### src/rtl/box_scan_pkg.sv
// Shared definitions for the bounding-box raster-scan sequencer.
package box_scan_pkg;

   typedef enum logic [1:0] {
      IDLE  = 2'd0,
      CHECK = 2'd1,
      SCAN  = 2'd2,
      DONE  = 2'd3
   } state_t;

   localparam int DEF_IMAGE_WIDTH  = 1280;
   localparam int DEF_IMAGE_HEIGHT = 720;
   localparam int COORD_W          = 12;

endpackage

### src/rtl/box_raster_counter.sv
// Raster position counter: walks x/y across the loaded box, keeps the running
// row base address so no per-beat multiply is needed, and flags the final beat.
module box_raster_counter
   import box_scan_pkg::*;
#(
   parameter int ADDR_W = 20
) (
   input  logic               clk,
   input  logic               rst,
   input  logic               load_i,
   input  logic               advance_i,
   input  logic [COORD_W-1:0] x1_i,
   input  logic [COORD_W-1:0] y1_i,
   input  logic [COORD_W-1:0] x2_i,
   input  logic [COORD_W-1:0] y2_i,
   input  logic [3:0]         step_i,
   input  logic [ADDR_W-1:0]  row_base_i,
   input  logic [ADDR_W-1:0]  row_step_i,
   output logic [COORD_W-1:0] x_o,
   output logic [COORD_W-1:0] y_o,
   output logic [ADDR_W-1:0]  addr_o,
   output logic               last_o
);

   logic [COORD_W-1:0] x, y, x1_r, x2_r, y2_r;
   logic [3:0]         step_r;
   logic [ADDR_W-1:0]  row_base, row_step;
   logic [COORD_W:0]   x_sum, y_sum;
   logic               row_end, col_end;

   // Next-position sums carry one extra bit so the end tests cannot wrap.
   always_comb begin
      x_sum   = {1'b0, x} + {{(COORD_W-3){1'b0}}, step_r};
      y_sum   = {1'b0, y} + {{(COORD_W-3){1'b0}}, step_r};
      row_end = (x_sum > {1'b0, x2_r});
      col_end = (y_sum > {1'b0, y2_r});
      last_o  = row_end && col_end;
      addr_o  = row_base + ADDR_W'(x);
      x_o     = x;
      y_o     = y;
   end

   // Load the box on entry to the scan, then step one position per accepted beat.
   always_ff @(posedge clk) begin
      if (rst) begin
         x        <= '0;
         y        <= '0;
         x1_r     <= '0;
         x2_r     <= '0;
         y2_r     <= '0;
         step_r   <= 4'd1;
         row_base <= '0;
         row_step <= '0;
      end else if (load_i) begin
         x        <= x1_i;
         y        <= y1_i;
         x1_r     <= x1_i;
         x2_r     <= x2_i;
         y2_r     <= y2_i;
         step_r   <= step_i;
         row_base <= row_base_i;
         row_step <= row_step_i;
      end else if (advance_i) begin
         if (!row_end) begin
            x <= x_sum[COORD_W-1:0];
         end else begin
            x        <= x1_r;
            y        <= y_sum[COORD_W-1:0];
            row_base <= row_base + row_step;
         end
      end
   end

endmodule

### src/rtl/box_scan_sequencer.sv
// Bounding-box raster-scan sequencer: snapshots the box corners on start,
// clamps and validates them, then streams every pixel address in the box.
// Optional feature macro: BOX_SCAN_STRIDE_EN adds stride_i for sub-sampled scans.
module box_scan_sequencer
   import box_scan_pkg::*;
#(
   parameter int IMAGE_WIDTH  = DEF_IMAGE_WIDTH,
   parameter int IMAGE_HEIGHT = DEF_IMAGE_HEIGHT,
   parameter int ADDR_W       = 20
) (
   input  logic               clk,
   input  logic               rst,
`ifdef BOX_SCAN_STRIDE_EN
   input  logic [3:0]         stride_i,
`endif
   input  logic               start_i,
   input  logic               abort_i,
   input  logic [15:0]        x1_i,
   input  logic [15:0]        x2_i,
   input  logic [15:0]        y1_i,
   input  logic [15:0]        y2_i,
   input  logic               ready_i,
   output logic               valid_o,
   output logic [ADDR_W-1:0]  addr_o,
   output logic [COORD_W-1:0] x_o,
   output logic [COORD_W-1:0] y_o,
   output logic               last_o,
   output logic               busy_o,
   output logic               done_o,
   output logic               err_o
);

   localparam logic [15:0]        X_MAX16 = 16'(IMAGE_WIDTH - 1);
   localparam logic [15:0]        Y_MAX16 = 16'(IMAGE_HEIGHT - 1);
   localparam logic [COORD_W-1:0] X_MAX12 = COORD_W'(IMAGE_WIDTH - 1);
   localparam logic [COORD_W-1:0] Y_MAX12 = COORD_W'(IMAGE_HEIGHT - 1);

   state_t             state, state_nxt;
   logic [15:0]        x1_s, y1_s, x2_s, y2_s;
   logic [3:0]         step_s;
   logic [COORD_W-1:0] x2_c, y2_c;
   logic               box_bad;
   logic               err_q;
   logic               load, advance, last_c;
   logic [ADDR_W-1:0]  row_base_init, row_step_c;

`ifdef BOX_SCAN_STRIDE_EN
   // Stride is snapshotted with the corners; zero is treated as a stride of one.
   always_ff @(posedge clk) begin
      if (rst)
         step_s <= 4'd1;
      else if (state == IDLE && start_i)
         step_s <= (stride_i == 4'd0) ? 4'd1 : stride_i;
   end
`else
   assign step_s = 4'd1;
`endif

   // Shadow copy of the corners so the box cannot change under a running scan.
   always_ff @(posedge clk) begin
      if (rst) begin
         x1_s <= '0;
         y1_s <= '0;
         x2_s <= '0;
         y2_s <= '0;
      end else if (state == IDLE && start_i) begin
         x1_s <= x1_i;
         y1_s <= y1_i;
         x2_s <= x2_i;
         y2_s <= y2_i;
      end
   end

   // Clamp the far corner to the frame and reject empty or off-frame boxes;
   // the only multiplies live here and are consumed in the CHECK cycle.
   always_comb begin
      x2_c          = (x2_s > X_MAX16) ? X_MAX12 : x2_s[COORD_W-1:0];
      y2_c          = (y2_s > Y_MAX16) ? Y_MAX12 : y2_s[COORD_W-1:0];
      box_bad       = (x1_s > {4'b0, x2_c}) || (y1_s > {4'b0, y2_c}) ||
                      (x1_s > X_MAX16) || (y1_s > Y_MAX16);
      row_base_init = ADDR_W'(y1_s[COORD_W-1:0]) * ADDR_W'(IMAGE_WIDTH);
      row_step_c    = ADDR_W'(step_s) * ADDR_W'(IMAGE_WIDTH);
   end

   // State register.
   always_ff @(posedge clk) begin
      if (rst)
         state <= IDLE;
      else
         state <= state_nxt;
   end

   // Next-state logic; abort overrides both the box check and the handshake.
   always_comb begin
      state_nxt = state;
      load      = 1'b0;
      advance   = 1'b0;
      case (state)
         IDLE: begin
            if (start_i)
               state_nxt = CHECK;
         end
         CHECK: begin
            if (abort_i || box_bad) begin
               state_nxt = IDLE;
            end else begin
               load      = 1'b1;
               state_nxt = SCAN;
            end
         end
         SCAN: begin
            if (abort_i) begin
               state_nxt = IDLE;
            end else if (ready_i) begin
               advance = 1'b1;
               if (last_c)
                  state_nxt = DONE;
            end
         end
         DONE: begin
            state_nxt = IDLE;
         end
         default: begin
            state_nxt = IDLE;
         end
      endcase
   end

   // Rejection pulse appears the cycle after CHECK.
   always_ff @(posedge clk) begin
      if (rst)
         err_q <= 1'b0;
      else
         err_q <= (state == CHECK) && !abort_i && box_bad;
   end

   box_raster_counter #(
      .ADDR_W(ADDR_W)
   ) u_counter (
      .clk        (clk),
      .rst        (rst),
      .load_i     (load),
      .advance_i  (advance),
      .x1_i       (x1_s[COORD_W-1:0]),
      .y1_i       (y1_s[COORD_W-1:0]),
      .x2_i       (x2_c),
      .y2_i       (y2_c),
      .step_i     (step_s),
      .row_base_i (row_base_init),
      .row_step_i (row_step_c),
      .x_o        (x_o),
      .y_o        (y_o),
      .addr_o     (addr_o),
      .last_o     (last_c)
   );

   // Status and handshake outputs decoded from the state.
   always_comb begin
      valid_o = (state == SCAN);
      last_o  = (state == SCAN) && last_c;
      busy_o  = (state == CHECK) || (state == SCAN);
      done_o  = (state == DONE);
      err_o   = err_q;
   end

endmodule

### config.mk
export PLATFORM = sky130hd
export DESIGN_NAME = box_scan_sequencer
export DESIGN_NICKNAME = d
export VERILOG_FILES = /design/src/rtl/box_scan_pkg.sv /design/src/rtl/box_raster_counter.sv /design/src/rtl/box_scan_sequencer.sv
export SDC_FILE = /design/constraint.sdc
export NUM_CORES = 1
export LEC_CHECK = 0
export ABC_AREA = 1
export CELL_PAD_IN_SITES_DETAIL_PLACEMENT = 0
export CELL_PAD_IN_SITES_GLOBAL_PLACEMENT = 2
export CORE_AREA = 2 2 138 207
export DETAILED_ROUTE_END_ITERATION = 8
export DIE_AREA = 0 0 140 209
export PLACE_DENSITY_LB_ADDON = 0.3
export SLEW_MARGIN = 20
export SYNTH_ARGS = -nofsm -noshare
export SYNTH_HDL_FRONTEND = slang
export SYNTH_SLANG_ARGS = --single-unit
export TNS_END_PERCENT = 1
### constraint.sdc
create_clock -name clk -period 3.4 [get_ports clk]
set_input_delay 0.85 -clock clk [delete_from_list [all_inputs] [get_ports clk]]
set_output_delay 0.85 -clock clk [all_outputs]
set_load 0.05 [all_outputs]
==> results.md, run 1 <==
Timing:
- The share of the clock period used by the worst path is 106%.
- The headroom to the max-slew limit is 63.1%.
- The setup total negative slack is -0.194 ns.
- The final count of hold timing violations is 0.
- The worst-margin pin slew is 0.551 ns.
- The final setup violation count is 1.
- The minimum period implied by the final worst setup slack is 3.59 ns.
- On the final layout, the worst clock skew is 0.00852 ns.
- The worst setup margin is -0.194 ns.
- The number of max-slew violations in the final report is 0.
- Setup repair after global routing could not meet its margin everywhere.
- Based on the critical path, the design can be clocked at up to 278 MHz.

Hold path:
- The worst hold path startpoint is u_counter.x1_r[11].
- Counting instances, the worst hold path has a depth of 2.
- The hold path endpoint is u_counter.x1_r[11].
- In this run the worst hold path is classified as flip-flop to flip-flop.

Clocking:
- The buffer type at the clock tree root is clkbuf_16.
- Counting along the longest clock path gives a buffer depth of 2.
- The clock drives 140 sinks.
- The number of buffers added by the clock tree synthesis step is 17.
- The H-tree generated during clock tree synthesis spans 4 levels.
- Clock-pin slew was measured on the worst setup and hold paths at 0.06 ns.
- The clock reaches the later pin of the worst-skew pair after 0.44 ns.
- The TritonCTS clock tree is yes.

Layout:
- The number of nets at the end of the flow is 1,485.
- The final design utilization is 39.9%.
- The final design area excluding fillers is 11,100 µm².
- Compared with the post-synthesis result, the final layout area differs by 31.9%.
- The fraction of final layout cells with drive strength greater than 1 is 12.0%.

Synth:
- Among all flip-flop cells after synthesis, the most frequent one is dfxtp_1.
- The cell area after synthesis is 8380 µm².
- The average cell area after synthesis is 6.94 µm².
- The synthesized flop and latch total is 140.
- The post-synthesis sequential area ratio is 33.4%.
- After synthesis, the share of flip-flops with an asynchronous set or reset is 0%.
- Yosys printed 0 warnings.
- In this run, distinct cell masters in the synthesized netlist total 41.
- The instance count of the mapped netlist is 1,208.
- Counting flops with a built-in enable in the synthesized netlist gives 0.

Floorplanning:
- The total core area is 27,700 µm².
- The die is 140 µm wide.
- Once the floorplan was initialized, standard cells occupied 30.3% of the core.
- The I/O pin count is 118.
- The vertical die dimension is 209 µm.
- After floorplanning, the core was divided into 75 placement rows.
- The floorplan step defined a die boundary enclosing 29,300 µm².

Critical path:
- The worst setup path is captured at an output pin.
- For the worst setup path, the data required time is 2.55 ns.
- The worst-path maximum fanout is 4.
- The cell count of the worst reg-to-reg path is 19.
- The type of the worst setup path is flip-flop to output pin.
- STA classifies the critical path startpoint as a flip-flop.
- The reg-to-reg critical path startpoint is y2_s[13].
- The data arrival time of the worst path is 2.74 ns.
- In this run the critical register-to-register path is captured at u_counter.row_base[19].
- The reg2reg setup slack is 0.34 ns.

Power and ir drop:
- The cell-internal power is 3420 µW.
- Summed over all nets, the switching power comes to 1580 µW.
- The switching share of total power is 31.5%.
- The part of the power in the clock network is 38.6%.
- The worst voltage drop across the vdd grid is 0.375 mV.
- The combinational group share of total power is 24.0%.
- The leakage power summed over all cells is 0.00485 µW.
- The register share of total power is 37.5%.
- In this run the power density over the cells is 452 nW/µm².

Drt:
- In the routed design, unresolved DRC markers number 10.
- The via count is 7,779.
- Wires add up to 24,300 µm.
- The first detailed-routing pass took 7 iterations.
- The count of nets left with antenna violations once routing finished came out at 0.
- The iteration-0 DRC count of the detailed router is 267.
- Dividing the detail-routed wire length by the instance count gives 14.3 µm.
- The mean number of vias per cell is 4.59.

Global route:
- The global-route total usage across every layer is 17.2%.
- The pin count of the biggest net entering global routing is 80.
- The number of global-route vias before repair is 7,749.
- The total global routing overflow is 0.
- The first global-routing pass estimated 40,100 µm of wire.
- The number of antenna violations at the first check in global routing is 0.

Placed design:
- The HPWL after detailed placement is 18,200 µm.
- At the end of routability-driven placement, the weighted congestion stood at 0.804.
- The total of buffers placed on input and output ports is 117.
- The placed instance area is 10,100 µm².

Run status:
- The checks that failed: design-rule violations, negative setup slack.
- The flow ran to the end, but the final reports show violations.

Job:
- The max-cap violation count is 0.
[sequential cells by signal (all words and copies together) (netlist names), 2 cells and up]
signal and flops:
u_counter.x2_r 12, u_counter.x_o 12, x1_s 16, u_counter.row_base 12
u_counter.y2_r 12, y1_s 16, u_counter.y_o 12, state 2
x2_s 16, y2_s 16, u_counter.x1_r 12
[cell type report]
| class | instances | area, µm² |
|---|---|---|
| Timing Repair Buffer | 164 | 1680 |
| Clock inverter | 7 | 111 |
| Antenna cell | 1 | 2.50 |
| Tap cell | 346 | 433 |
| Sequential cell | 140 | 2830 |
| Inverter | 135 | 507 |
| Multi-Input combinational cell | 877 | 5020 |
| Clock buffer | 24 | 482 |
| Fill cell | 2956 | 16600 |
[what timing repair did]
action / 4_1_cts / 5_1_grt
hold buffers: 0 / 0
gates resized for setup: 43 / 18
hold endpoints to repair: 0 / 0
endpoints found under the setup margin: 6 / 32
setup buffers: 10 / 6
gates cloned: 0 / 0
pin swaps: 17 / 13
[critical path: stages, from the launching register on]
cell      delay, ns
dfxtp_4        0.37
nand3_2        0.09
nor2_2         0.11
nand3_1        0.13
nor2_1         0.12
nand3b_1       0.09
xor2_1         0.21
inv_1          0.07
ha_1           0.31
inv_1          0.05
nor2_1         0.12
o21ai_2        0.08
nand2_4        0.06
nand2_2        0.07
nor3_4         0.24
buf_12         0.17
[power by group through the flow]
stage / registers (µW) / logic, µW / clock network, µW
final: 1870 / 1200 / 1930
after global routing: 1890 / 1380 / 2060
after CTS: 1880 / 1210 / 1990
after detailed placement: 1910 / 1190 / 0
after global placement: 1910 / 1180 / 0
after floorplan: 1890 / 800 / 0
[synthesized netlist by cell type (all sizes together), types with 6 or more instances]
master,count,area [µm²]
a21oi,90,450
buf,29,191
clkbuf,29,110
dfxtp,140,2800
ha,79,988
inv,134,503
nand2,196,748
nand3,90,463
nand3b,6,57.6
nand4,11,75.1
nor2,222,856
nor3,10,55.1
o21ai,112,561
xnor2,12,105
xor2,31,272
[stage by stage]
step | power (µW) | hold WS [ns] | std cells | worst slack [ns]
finish | 5000 | 0.443 | 1694 | -0.194
global route | 5330 | 0.458 | 1693 | -0.357
CTS | 5070 | 0.444 | 1687 | -0.149
detailed placement | 3100 | 0.435 | 1646 | 0.0953
global placement | 3090 | 0.434 | 1646 | 0.159
floorplan | 2690 | 0.418 | 1210 | -0.156
[cells in the final DEF, fill, tap and decap left out, types with 10 or more instances in the layout]
| cell | n |
|---|---|
| nand3_1 | 84 |
| a21oi_1 | 90 |
| o21ai_0 | 104 |
| nor2_1 | 203 |
| dfxtp_1 | 126 |
| nand2_2 | 11 |
| clkbuf_16 | 17 |
| nand2_1 | 183 |
| buf_4 | 43 |
| dfxtp_2 | 10 |
| ha_1 | 77 |
| inv_1 | 128 |
| clkdlybuf4s50_1 | 106 |
| xnor2_1 | 11 |
| buf_12 | 14 |
| nor2_2 | 12 |
| nand4_1 | 10 |
| xor2_1 | 26 |
[routing by layer]
layer	wire length [µm]	vias to the layer above	track usage (%)
met1	11600	3484	22.2
met3	783	25	3.64
met4	417	0	5.36
met5	0	-	0
met2	11500	129	28.8
li1	-	4141	-
[kinds of logic after synthesis]
logic type                 after synthesis  share of synthesized area [%]
xor gates and xnor gates                43                           4.49
adders and majority gates               81                           12.3
AOI/OAI and AO/OA                      212                           13.0
other                                    1                         0.0447
DFF                                    140                           33.4
and+or+nand+nor                        538                           27.1
buffers and inverters                  193                           9.64
[worst max-delay path by stage]
stage | start | end | cells after the start
floorplan | u_counter.x_o[0] | last_o | 15
global placement | u_counter.y_o[0] | last_o | 16
detailed placement | u_counter.y_o[1] | last_o | 16
CTS | u_counter.y_o[0] | last_o | 14
global route | u_counter.x_o[0] | last_o | 15
finish | u_counter.x_o[0] | last_o | 15
Note: power is estimated with default switching activity, not from simulation.
==> run 2, diff against run 1 <==
- PLACE_DENSITY: default -> 0.91
- PLACE_DENSITY_LB_ADDON: 0.3 -> default
==> results.md, run 2 (synthesis results as in run 1) <==
Run status:
- Result of the run: finished with violations (unchanged).
- Violations in the final reports: design-rule violations, negative setup slack (unchanged).

Timing:
- The final count of hold timing violations is 0 (unchanged).
- The final setup violation count is 1 (unchanged).
- The setup total negative slack came to -0.195 ns (was -0.194 ns).
- The worst-margin pin slew is 0.575 ns (was 0.551 ns).
- The headroom to the max-slew limit is 61.5% (was 63.1%).
- The share of the clock period used by the worst path is 106% (about the same).
- The worst setup margin is -0.195 ns (was -0.194 ns).
- The minimum period implied by the final worst setup slack was 3.59 ns (about the same).
- The maximum operating frequency is 278 MHz (about the same).
- RSZ-0062 raised after global routing: yes (unchanged).
- The worst clock skew on the final layout was 0.0119 ns (was 0.00852 ns).
- The number of max-slew violations in the final report is 0 (unchanged).

Power and ir drop:
- The leakage power summed over all cells came to 0.00481 µW (was 0.00485 µW).
- The ratio of total power to cell area is 442 nW/µm² (was 452 nW/µm²).
- The overall power after layout came to 4870 µW (was 5000 µW).
- The worst voltage drop across the vdd grid is 0.368 mV (was 0.375 mV).

Layout:
- The area occupied by multi-input gates is 5060 µm² (was 5020 µm²).
- The leading cell type in the layout, fill and taps excluded is nor2_1 (unchanged).
- The number of inserted diodes was 0 (was 1).
- The number of nets at the end of the flow is 1,478 (was 1,485).
- The fraction of final layout cells with drive strength greater than 1 came to 12.5% (was 12.0%).
- Highest-count cells in the layout ignoring fill and taps: nor2_1, nand2_1, inv_1, dfxtp_1, clkdlybuf4s50_1 (unchanged).
- The storage element area was 2830 µm² (about the same).
- The relative area change from synthesis to final layout came to 31.5% (was 31.9%).
- The total of fill cells in the finished design is 2,910 (was 2,956).

Job:
- The max-cap violation count was 0 (unchanged).

Clocking:
- The clock insertion delay at the later pin of the skew report was 0.44 ns (about the same).
- The worst-case clock buffer depth is 2 (unchanged).
- The clock input transition at the sequential cells of the worst setup and hold paths is 0.06 ns (about the same).
- The TritonCTS clock tree is yes (unchanged).
- The buffer type at the clock tree root is clkbuf_16 (unchanged).
- The clock sink count was 140 (unchanged).
- The maximum level of the CTS H-tree is 4 (unchanged).
- The number of buffers added by the clock tree synthesis step came to 17 (unchanged).

Critical path:
- The type of element capturing the critical path is an output pin (unchanged).
- The worst endpoint required time is 2.55 ns (about the same).
- The launching element type of the critical path is a flip-flop (unchanged).
- The data arrival time of the worst path was 2.74 ns (about the same).
- The type of the worst setup path is flip-flop to output pin (unchanged).
- The worst-path maximum fanout is 3 (was 4).

Floorplanning:
- The effective utilization at floorplan came to 30.3% (unchanged).
- The I/O pin count is 118 (unchanged).
- The standard-cell row count is 75 (unchanged).
- The die area is 29,300 µm² (unchanged).
- The vertical die dimension is 209 µm (unchanged).
- The total core area is 27,700 µm² (unchanged).
- The die span in x was 140 µm (unchanged).

Drt:
- The remaining design rule violation count came to 4 (was 10).
- The number of nets still failing antenna checks after routing was 0 (unchanged).
- The mean number of vias per cell is 4.63 (was 4.59).
- The via count is 7,810 (was 7,779).
- The average wire per standard cell was 14.0 µm (was 14.3 µm).
- The sum of routed wire length over all layers is 23,700 µm (was 24,300 µm).
- The length of the first detailed-routing pass in iterations is 9 (was 7).
- The iteration-0 DRC count of the detailed router came to 413 (was 267).

Placed design:
- The total of buffers placed on input and output ports is 117 (unchanged).
- The post-placement setup slack is 0.0925 ns (was 0.0953 ns).
- The final estimated routing congestion in global placement is 0.834 (was 0.804).
- The HPWL after detailed placement is 17,600 µm (was 18,200 µm).

Hold path:
- The worst hold path class is flip-flop to flip-flop (unchanged).

Global route:
- The number of global-route vias before repair is 7,527 (was 7,749).
- The pin count of the biggest net entering global routing is 52 (was 80).
- The wire length of the first global-routing pass is 38,500 µm (was 40,100 µm).
- The total global routing overflow came to 0 (unchanged).
- The global-route total usage across every layer is 16.5% (was 17.2%).
- The number of antenna violations at the first check in global routing is 0 (unchanged).
-- run 2: final timing paths --
check	from	end	slack (ns)	depth (start not counted)
worst max register to register	y2_s[13]	u_counter.y_o[5]	0.38	19
worst max-delay path	u_counter.y_o[1]	last_o	-0.19	13
worst min register to register	u_counter.x1_r[11]	u_counter.x1_r[11]	0.44	2
worst min-delay path	u_counter.x1_r[11]	u_counter.x1_r[11]	0.44	2
-- run 2: cell type report --
class	instances	share of cell area, %
Sequential cell	140	25.7
Tap cell	346	3.93
Clock inverter	14	1.11
Timing Repair Buffer	157	14.8
Clock buffer	18	3.99
Multi-Input combinational cell	877	46.0
Inverter	135	4.60
-- run 2: stage by stage --
stage / cell area, µm² / hold slack [ns] / instances / utilization, %
floorplan: 8430 / 0.418 / 1210 / -
detailed placement: 10100 / 0.430 / 1639 / 36.4
global placement: 10100 / 0.428 / 1639 / 36.4
finish: 11000 / 0.439 / 1687 / 39.8
CTS: 10800 / 0.440 / 1683 / 39.1
global route: 11000 / 0.468 / 1687 / 39.8
-- run 2: timing repair --
item                       4_1_cts  5_1_grt
hold buffers                     0        0
setup buffers                   12        4
setup endpoints to repair        6       22
pin swaps                       14       18
gates resized for setup         28       42
-- run 2: report_power, final --
part	switching (µW)	internal (µW)	leakage [µW]
clock	776	1020	0.000264
combinational	741	457	0.00340
sequential	109	1770	0.00115
-- run 2: per-layer routing --
layer | part of all wire, % | wire length, µm | global-route usage (%) | vias to the layer above
li1 | - | - | - | 4129
met1 | 47 | 11100 | 21.2 | 3508
met2 | 48 | 11300 | 27.6 | 144
met3 | 3.4 | 798 | 3.32 | 29
met4 | 2.1 | 487 | 5.54 | 0
met5 | 0 | 0 | 0 | -
-- run 2: worst max-delay path, cell delays in order, from the launching register on --
cell	delay, ns
dfxtp_2	0.35
ha_2	0.18
nand2_2	0.08
nor2_4	0.15
nand2_4	0.09
xor2_2	0.17
ha_1	0.33
nand4_1	0.11
nor2_2	0.14
nand3_1	0.08
nand2_1	0.08
nand2_2	0.10
nor3_4	0.28
buf_12	0.17
==> RTL change, RTL diff (settings of run 2) <==
Re-encode `state_t` (4 states) as Gray code, 2 bits wide.
--- a/src/rtl/box_scan_pkg.sv
+++ b/src/rtl/box_scan_pkg.sv
@@ -2,10 +2,10 @@
 package box_scan_pkg;
 
    typedef enum logic [1:0] {
-      IDLE  = 2'd0,
-      CHECK = 2'd1,
-      SCAN  = 2'd2,
-      DONE  = 2'd3
+      IDLE  = 2'b00,
+      CHECK = 2'b01,
+      SCAN  = 2'b11,
+      DONE  = 2'b10
    } state_t;
 
    localparam int DEF_IMAGE_WIDTH  = 1280;
Behaviour: same outputs for any inputs over 4 cycles, from zero or initial values and one cycle with rst high; so few cycles prove little.
==> RTL change against run 2 <==
  * Critical path depth grew 5
  * Core utilization shrank 0.32 points
  * Critical endpoint unchanged
  * Routed wire length shrank 2.2%
  * Cell area shrank 0.81%
  * Synthesized area shrank 2.6%
  * Synthesized cell count shrank 3.1%
  * Setup slack lost 97 ps
  * Count of clock-buffer cells in the layout is the same
  * Register-to-register slack lost 30 ps
  * The flow still finishes with violations (DRC, setup timing)
  * Sequential cell count is the same
  * Via count shrank 2.2%
Power is not compared: it rests on default switching activity, and its combinational part moved more than twofold at a synthesized area within 25%.
==> RTL change: results (changes against run 2) <==
* Skew-Pair Late Insertion Delay at 440 ps (about the same)
* Syn avg cell area at 6.98 µm² (+0.60%)
* Worst hold endpoint: u_counter.x1_r[11]$_SDFFE_PP0P_
* Slew HR at 0.502 (-0.113)
* Drt pass-1 iters at 7 (-2)
* Sw Ratio at 0.271
* Final TNS setup at -303 ps (-109 ps)
* Setup violations, final at 2 (+1)
* Final setup margin at -292 ps (-97.0 ps)
* DR iter-0 viols at 321 (-22%)
* GPL Wtd Cong at 0.862 (+3.3%)
* Crit path largest cell delay at 350 ps (about the same)
* DRC errors left at 5 (+1)
* Worst min path class: flop to flop
* Skew final at 7.79 ps (-4.12 ps)
* Max FO, Critical Path at 3 (unchanged)
* First-pass GRT wire length at 37.7 mm (-2.0%)
* All-Layer GR Usage at 0.159 (-0.00542)
* Post-synth top cells: 244 x nor2_1, 172 x nand2_1, 140 x dfxtp_1, 119 x inv_1, 107 x o21ai_0
* Crit path launch: u_counter.y_o[0]$_SDFFE_PP0P_
* Vias in the first global route at 7,493 (-0.45%)
* Layout cell share with drive strength beyond 1 at 0.132 (+0.00779)
* Worst r2r path cells at 18 (-1)
* Number of distinct library cells after synthesis at 38 (-7.3%)
* CTS H-tree lvls at 4 (unchanged)
* Post-place setup slack at -202 ps (-295 ps)
* Clock Tree Root: clkbuf_16
* Failing checks: DRC, setup timing
* Buffer depth of the longest clock path at 2 (unchanged)
* Number of port buffers at 117 (unchanged)
* Post-Route WL at 23.2 mm (-2.2%)
* Post-Place Cells at 1,615 (-1.5%)
* R2r endpoint: u_counter.y_o[3]$_SDFFE_PP0P_
* Reg2Reg Setup Slack at 350 ps (-30 ps)
* Cell Area, Placed at 9920 µm² (-1.5%)
* Synth area leaders: dfxtp_1 34%, ha_1 11%, nor2_1 11%
* Dpl hpwl at 17.3 mm (-1.6%)
* Mean number of vias per cell at 4.60 (-0.68%)
* Largest net degree at the start of global routing at 54 (+3.8%)
* Seq/Total Area, Yosys at 0.343 (+0.00881)
* Worst R2R Start: u_counter.x_o[1]$_SDFFE_PP0P_
* Final nets at 1,447 (-2.1%)
* Initial antenna violation count at 0 (unchanged)
* Fin cells at 1,661 (-1.5%)
* TritonCTS Buffers at 17 (unchanged)
* Run status: complete, but fails checks
* Hold Crit Start: u_counter.x1_r[11]$_SDFFE_PP0P_
RTL change: changes by cell type in the layout (fill, tap and decap cells not counted), sizes merged, moves of 3 or more:
cell and delta:
buf +12, clkinvlp -4, ha -5, inv -10, nand2 -19, nand3 -33, nand3b -6, nand4 +5
nor2 +23, nor3 +6, xnor2 -3, xor2 +4
RTL change: through the flow:
stage | hold slack, ps | total power [mW]
floorplan | 424 | 2.12
global placement | 439 | 2.33
detailed placement | 440 | 2.34
CTS | 450 | 4.33
global route | 475 | 4.48
finish | 446 | 4.28
RTL change: per-layer routing:
layer,wire [µm],global-route usage
met1,10700,0.201
met2,11200,0.274
met4,456,0.0561
met5,0,0
met3,821,0.0275
RTL change: tightest hold or removal path, cell delays in order, from the launching register on:
cell     delay [ps]
dfxtp_1         300
inv_1            60
nor3_1           50
RTL change: cell families after synthesis:
group / after synthesis / share of synthesized area
AOI/OAI and AO/OA: 217 / 0.138
xor gates and xnor gates: 44 / 0.0472
adders and majority gates: 76 / 0.118
buffers and inverters: 178 / 0.0902
DFF: 140 / 0.343
other: 1 / 0.000459
and+or+nand+nor: 514 / 0.263
RTL change: worst max-delay path by stage:
stage	end	slack [ps]	cells after the start
3_5_place_dp	last_o	-200	15
4_1_cts	last_o	-420	15
3_3_place_gp	last_o	-140	15
5_1_grt	last_o	-440	18
6_report	last_o	-290	18
2_1_floorplan	last_o	-160	17
RTL change: timing repair:
action	CTS	global route
resized for setup	26	44
setup buffers	8	7
endpoints found under the setup margin	5	58
pin swaps	19	29
RTL change: final cells by class:
type	instances	area, µm²
multi-input combinational	854	4920
sequential	140	2830
clock inverter	14	181
timing repair buffer	168	1670
inverter	121	455
fill	2852	16800
clock buffer	18	439
tap	346	433
RTL change: power groups by stage:
| stage | logic [mW] | registers, mW | clock network (mW) |
|---|---|---|---|
| after floorplan | 0.345 | 1.78 | 0 |
| after global placement | 0.536 | 1.80 | 0 |
| after detailed placement | 0.541 | 1.80 | 0 |
| after CTS | 0.548 | 1.76 | 2.02 |
| after global routing | 0.627 | 1.77 | 2.09 |
| final | 0.539 | 1.76 | 1.98 |
